[config.mk]
export PLATFORM = sky130hd
export DESIGN_NAME = sched_glifos
export DESIGN_NICKNAME = d
export VERILOG_FILES = /design/src/rtl/sched_glifos.sv
export SDC_FILE = /design/constraint.sdc
export NUM_CORES = 1
export LEC_CHECK = 0
export ABC_CLOCK_PERIOD_IN_PS = 2100
export CAP_MARGIN = 20
export CORE_MARGIN = 8
export CORE_UTILIZATION = 51
export DETAILED_ROUTE_END_ITERATION = 8
export GPL_TIMING_DRIVEN = 0
export PLACE_DENSITY = 0.77
export SKIP_LAST_GASP = 1
export SLEW_MARGIN = 20
export SYNTH_ARGS = -nofsm -noshare
export SYNTH_HDL_FRONTEND = slang
export SYNTH_SLANG_ARGS = --single-unit
[constraint.sdc]
create_clock -name clk -period 2.1 [get_ports clk]
set_clock_uncertainty 0.05 [all_clocks]
set_input_delay 0.315 -clock clk [delete_from_list [all_inputs] [get_ports clk]]
set_output_delay 0.315 -clock clk [all_outputs]
set_load 0.1 [all_outputs]
[src/rtl/sched_glifos.sv]
// sched_glifos: maps VGA pixels onto the 16x32 glyph memory, double-buffers an
// 8-cell glyph string, blinks a cursor cell and pipelines the colour out (Rev 1.0).
`default_nettype none

module sched_glifos #(
  parameter logic [9:0]  X0           = 10'd256,
  parameter logic [9:0]  Y0           = 10'd224,
  parameter int          BLINK_FRAMES = 30,
  parameter logic [11:0] FONDO        = 12'h000
) (
  input  logic        clk,
  input  logic        reset,
  input  logic [9:0]  pixel_x,
  input  logic [9:0]  pixel_y,
  input  logic        video_on,
  input  logic        frame_start,
  input  logic        wr_valid,
  input  logic [2:0]  wr_idx,
  input  logic [3:0]  wr_code,
  output logic        wr_ready,
  input  logic        cursor_en,
  input  logic [2:0]  cursor_idx,
  output logic [4:0]  rom_fila,
  output logic [3:0]  rom_glifo,
  output logic [3:0]  rom_col,
  input  logic [11:0] rom_pixel,
  output logic [11:0] rgb,
  output logic        video_on_o
);

  localparam int CW = (BLINK_FRAMES > 1) ? $clog2(BLINK_FRAMES) : 1;
  localparam logic [CW-1:0] C_CNT_MAX = CW'(BLINK_FRAMES - 1);

  logic [3:0] sombra_q [8];
  logic [3:0] activo_q [8];

  logic [CW-1:0] cnt_blink_q, cnt_blink_d;
  logic          fase_q, fase_d;

  logic [4:0]  rom_fila_q;
  logic [3:0]  rom_glifo_q, rom_col_q;
  logic        dentro_q, blanco_q, von_q;
  logic [11:0] rgb_q;
  logic        von_o_q;

  // Bounds are compared in 11 bits so windows near the top of the range never wrap.
  logic [10:0] w_x_ext, w_y_ext;
  logic        w_dentro;
  logic [6:0]  w_dx;
  logic [4:0]  w_dy;
  logic [2:0]  w_cell;
  logic [3:0]  w_glifo;
  logic        w_blanco;
  logic        w_wr_fire;

  assign w_x_ext  = {1'b0, pixel_x};
  assign w_y_ext  = {1'b0, pixel_y};
  assign w_dentro = (w_x_ext >= {1'b0, X0}) && (w_x_ext < ({1'b0, X0} + 11'd128)) &&
                    (w_y_ext >= {1'b0, Y0}) && (w_y_ext < ({1'b0, Y0} + 11'd32));

  // Only the low bits of each offset are ever used.
  assign w_dx     = pixel_x[6:0] - X0[6:0];
  assign w_dy     = pixel_y[4:0] - Y0[4:0];
  assign w_cell   = w_dx[6:4];
  assign w_glifo  = activo_q[w_cell];
  assign w_blanco = (w_glifo == 4'hF) || (cursor_en && (w_cell == cursor_idx) && !fase_q);

  assign wr_ready  = !reset && !frame_start;
  assign w_wr_fire = wr_valid && wr_ready;

  always_comb begin
    cnt_blink_d = cnt_blink_q;
    fase_d      = fase_q;
    if (frame_start) begin
      if (cnt_blink_q == C_CNT_MAX) begin
        cnt_blink_d = '0;
        fase_d      = !fase_q;
      end else begin
        cnt_blink_d = cnt_blink_q + 1'b1;
      end
    end
  end

  always_ff @(posedge clk) begin
    if (reset) begin
      for (int i = 0; i < 8; i++) begin
        sombra_q[i] <= 4'hF;
        activo_q[i] <= 4'hF;
      end
      cnt_blink_q <= '0;
      fase_q      <= 1'b1;
      rom_fila_q  <= '0;
      rom_col_q   <= '0;
      rom_glifo_q <= 4'hF;
      dentro_q    <= 1'b0;
      blanco_q    <= 1'b0;
      von_q       <= 1'b0;
      rgb_q       <= '0;
      von_o_q     <= 1'b0;
    end else begin
      if (w_wr_fire) sombra_q[wr_idx] <= wr_code;
      if (frame_start) begin
        for (int i = 0; i < 8; i++) activo_q[i] <= sombra_q[i];
      end
      cnt_blink_q <= cnt_blink_d;
      fase_q      <= fase_d;

      if (w_dentro) begin
        rom_fila_q  <= w_dy;
        rom_col_q   <= w_dx[3:0];
        rom_glifo_q <= w_glifo;
      end else begin
        rom_fila_q  <= '0;
        rom_col_q   <= '0;
        rom_glifo_q <= 4'hF;
      end
      dentro_q <= w_dentro;
      blanco_q <= w_blanco;
      von_q    <= video_on;

      rgb_q   <= !von_q ? 12'h000 : (!dentro_q ? 12'h000 : (blanco_q ? FONDO : rom_pixel));
      von_o_q <= von_q;
    end
  end

  assign rom_fila   = rom_fila_q;
  assign rom_col    = rom_col_q;
  assign rom_glifo  = rom_glifo_q;
  assign rgb        = rgb_q;
  assign video_on_o = von_o_q;

endmodule

`default_nettype wire

==> metrics.csv <==
metric,value,unit
CTS Sinks,99,
hold depth,3,
synthesized area,3855,sq um
initial drt markers,120,
Initial Utilization,52.87,%
Power Density,750.2,nW/um^2
post-synth net total,320,
vias per cell,4.905,
Slew headroom,33.62,%
port bufs,70,
Total Routing Usage GR,14.57,%
"critical path fanouts, max",3,
placed insts,439,
DP HPWL,5764,um
status,"complete, but fails checks",
register area share after synthesis,68.03,%
Hold WC Path Type,in2reg,
Hold Startpoint,pixel_x[5],
Pleak,0.001778,uW
Core Box Area,7292,sq um
largest net degree at the start of global routing,33,
fin nets,401,
Slew @ Worst Pin,999.6,ps
vias in the first global route,2309,
Tmin final,2144,ps
Reg area,2623,sq um
Yosys reg bits,99,
RSZ-0062 raised after global routing,yes,
FILL cells,557,
CP cell instances,"clkdlybuf4s50_1, nor2_4, clkdlybuf4s15_1",
Worst Hold Path EP,rom_glifo[2]$_SDFF_PP1_,
reg-to-reg setup timing slack,630,ps
Mapped Cells,270,
antenna violations before repair,0,
Max stage delay on crit path,840,ps
die height,102.9,um
Final Cell Area,4872,sq um
Max Slew Vio Count,0,
vias post-DR,2232,
boundary pin count,75,
final period utilization,102.1,%
cts bufs inserted,9,
"Avg Cell Area, Syn",14.28,sq um
MaxCap Viol Count,0,
ranking of synthesized cells by area,"edfxtp_1 50%, dfxtp_1 18%, nand2b_1 6.3%",
H-tree depth,3,
r2r endpoint,blanco_q$_SDFF_PP0_,
Root Buffer,clkbuf_8,
critical path required time,1740,ps
critical path endpoint category,output port,
total negative slack,-43.77,ps
Reg-to-Reg Start,activo_q[7][1]$_SDFFCE_PP1P_,
"area leader, netlist",edfxtp_1,
maximum vdd drop,0.6666,mV
share of the synthesized area in the top cell type,49.85,%
number of core rows,31,
failing checks,setup timing,
drt wl/cell,16.28,um
final wirelength,7409,um
Synth cell types,30,
Worst-Skew Late Latency,350,ps
Setup WS post-layout,-43.77,ps
TritonCTS clock tree,yes,
global-route wire length before repair,11440,um
CTS max path bufs,2,
DRC viols,0,
"Remaining Overflow, GRT",0,
area grow syn2layout,26.39,%
Multi-input gate area,1190,sq um
cells on worst reg2reg path,4,
Fin. Hold Viols,0,
ANT cells,0,
Synth warnings,0,
Die Wd,102.9,um
die area,10600,sq um
Setup crit start kind,primary input,
post-route ant nets,0,
CP Class,in2out,
first-pass detailed-route iteration total,4,
final setup vio count,1,
"Arr. time, crit path",1780,ps
FMAX,466.5,MHz
share of cells above drive strength 1,16.57,%
Critical-path top delay cell,clkdlybuf4s15_1,
Tot Pwr,3655,uW
Worst-path clk slew,90,ps
gpl congestion,0.7887,
final std cells w/o fill,455,
placed instance area,4687,sq um
==> how the worst max path moves through the flow <==
stage / from / to / cells past startpoint / slack (ps)
after floorplan: frame_start / activo_q[0][0]$_SDFFCE_PN1P_ / 3 / 50
after global routing: reset / wr_ready / 3 / -70
after global placement: reset / sombra_q[6][3]$_SDFFCE_PN1P_ / 5 / -410
after detailed placement: reset / sombra_q[6][0]$_SDFFCE_PN1P_ / 5 / -490
after CTS: reset / wr_ready / 3 / -60
final: reset / wr_ready / 3 / -40
==> placed cells by master (no fill, tap or decap), types with 2 or more instances in the layout <==
| cell | netlist | routed |
|---|---|---|
| edfxtp_1 | 64 | 64 |
| clkdlybuf4s50_1 | 0 | 43 |
| nand2b_1 | 39 | 39 |
| dfxtp_1 | 35 | 35 |
| or2_2 | 34 | 34 |
| dlygate4sd2_1 | 0 | 26 |
| and2_1 | 22 | 22 |
| nand2_1 | 11 | 11 |
| clkbuf_8 | 0 | 9 |
| mux4_1 | 8 | 8 |
| mux2i_1 | 6 | 6 |
| clkbuf_1 | 6 | 5 |
| nor2_1 | 6 | 5 |
| nor2b_1 | 5 | 4 |
| xor2_1 | 4 | 4 |
| and3_1 | 3 | 3 |
| nor3_1 | 3 | 3 |
| xnor2_1 | 3 | 3 |
| buf_2 | 2 | 2 |
| clkbuf_2 | 1 | 2 |
| nand3_1 | 2 | 2 |
| buf_6 | 2 | 2 |
| nand4_1 | 2 | 2 |
| ha_1 | 2 | 2 |
| clkinvlp_4 | 0 | 2 |
| inv_6 | 0 | 2 |
==> through the flow <==
stage          utilization, %  hold slack [ps]  setup slack (ps)
6_report                66.82            185.3            -43.77
5_1_grt                 66.82            182.5            -74.57
4_1_cts                 66.63            169.1            -61.34
3_5_place_dp            64.28            405.8            -487.7
3_3_place_gp            64.28            401.1            -412.2
2_1_floorplan               -            386.7             47.48
==> repair_timing <==
item,CTS,global route
hold buffers,0,0
buffers inserted,0,0
pin swaps,0,0
gates resized for setup,28,5
endpoints found under the setup margin,56,23
==> critical path: cells and delay by family <==
family,cells,cell delay (ps)
simple gates,1,150
buf+inv,2,1310
==> sequential cells by signal, indices dropped and copies added, names as in the netlist <==
name,flops
cnt_blink_q,5
rgb,12
rom_fila,5
activo_q,32
blanco_q,1
von_q,1
rom_col,4
sombra_q,32
dentro_q,1
video_on_o,1
fase_q,1
rom_glifo,4
==> layout make-up <==
cell class	count	share of cell area, %
well taps	99	2.542
clock buffers	9	2.542
plain buffers	11	1.258
flip-flops and latches	99	53.83
repair buffers	70	13.71
multi-input cells	158	24.42
clock inverters	7	1.541
inverters	2	0.1541
==> power breakdown <==
part | leakage, uW | internal [uW] | switching, uW
combinational | 0.000799 | 148 | 122
sequential | 0.000885 | 2150 | 22.0
clock | 0.0000939 | 557 | 656
==> cell families after synthesis <==
family                   count (synthesis)  share of synthesized area (%)
AND/OR/NAND/NOR                        134                          20.84
flip-flops                              99                          68.03
multiplexers                            14                          7.011
buffers and inverters                   13                          1.753
XOR/XNOR                                 7                          1.590
adder cells (fa/ha/maj)                  2                         0.6490
AO/OA/AOI/OAI                            1                         0.1297
==> cell usage after synthesis <==
| cell type | count |
|---|---|
| nand3_1 | 2 |
| and4_1 | 1 |
| and2_1 | 22 |
| inv_1 | 2 |
| nor3_1 | 3 |
| nand4_1 | 2 |
| nor4bb_1 | 1 |
| and3b_1 | 1 |
| nor2b_1 | 5 |
| xnor2_1 | 3 |
| and3_1 | 3 |
| buf_6 | 2 |
| ha_1 | 2 |
| nor4b_1 | 1 |
| nand2b_1 | 39 |
| edfxtp_1 | 64 |
| clkbuf_1 | 6 |
| nor4_1 | 1 |
| or2_2 | 34 |
| clkbuf_2 | 1 |
| nor3b_1 | 1 |
| xor2_1 | 4 |
| mux2i_1 | 6 |
| buf_2 | 2 |
| dfxtp_1 | 35 |
| a21oi_1 | 1 |
| nand2_1 | 11 |
| or4_1 | 1 |
| nor2_1 | 6 |
| mux4_1 | 8 |
==> routing by layer <==
layer / GRT usage [%] / up-vias / part of all wire [%]
li1: - / 1093 / -
met1: 16.43 / 1034 / 42
met2: 24.22 / 91 / 45
met3: 4.727 / 14 / 10
met4: 7.453 / 0 / 1.9
met5: 0 / - / 0
Power figures use the tool's default switching activity.
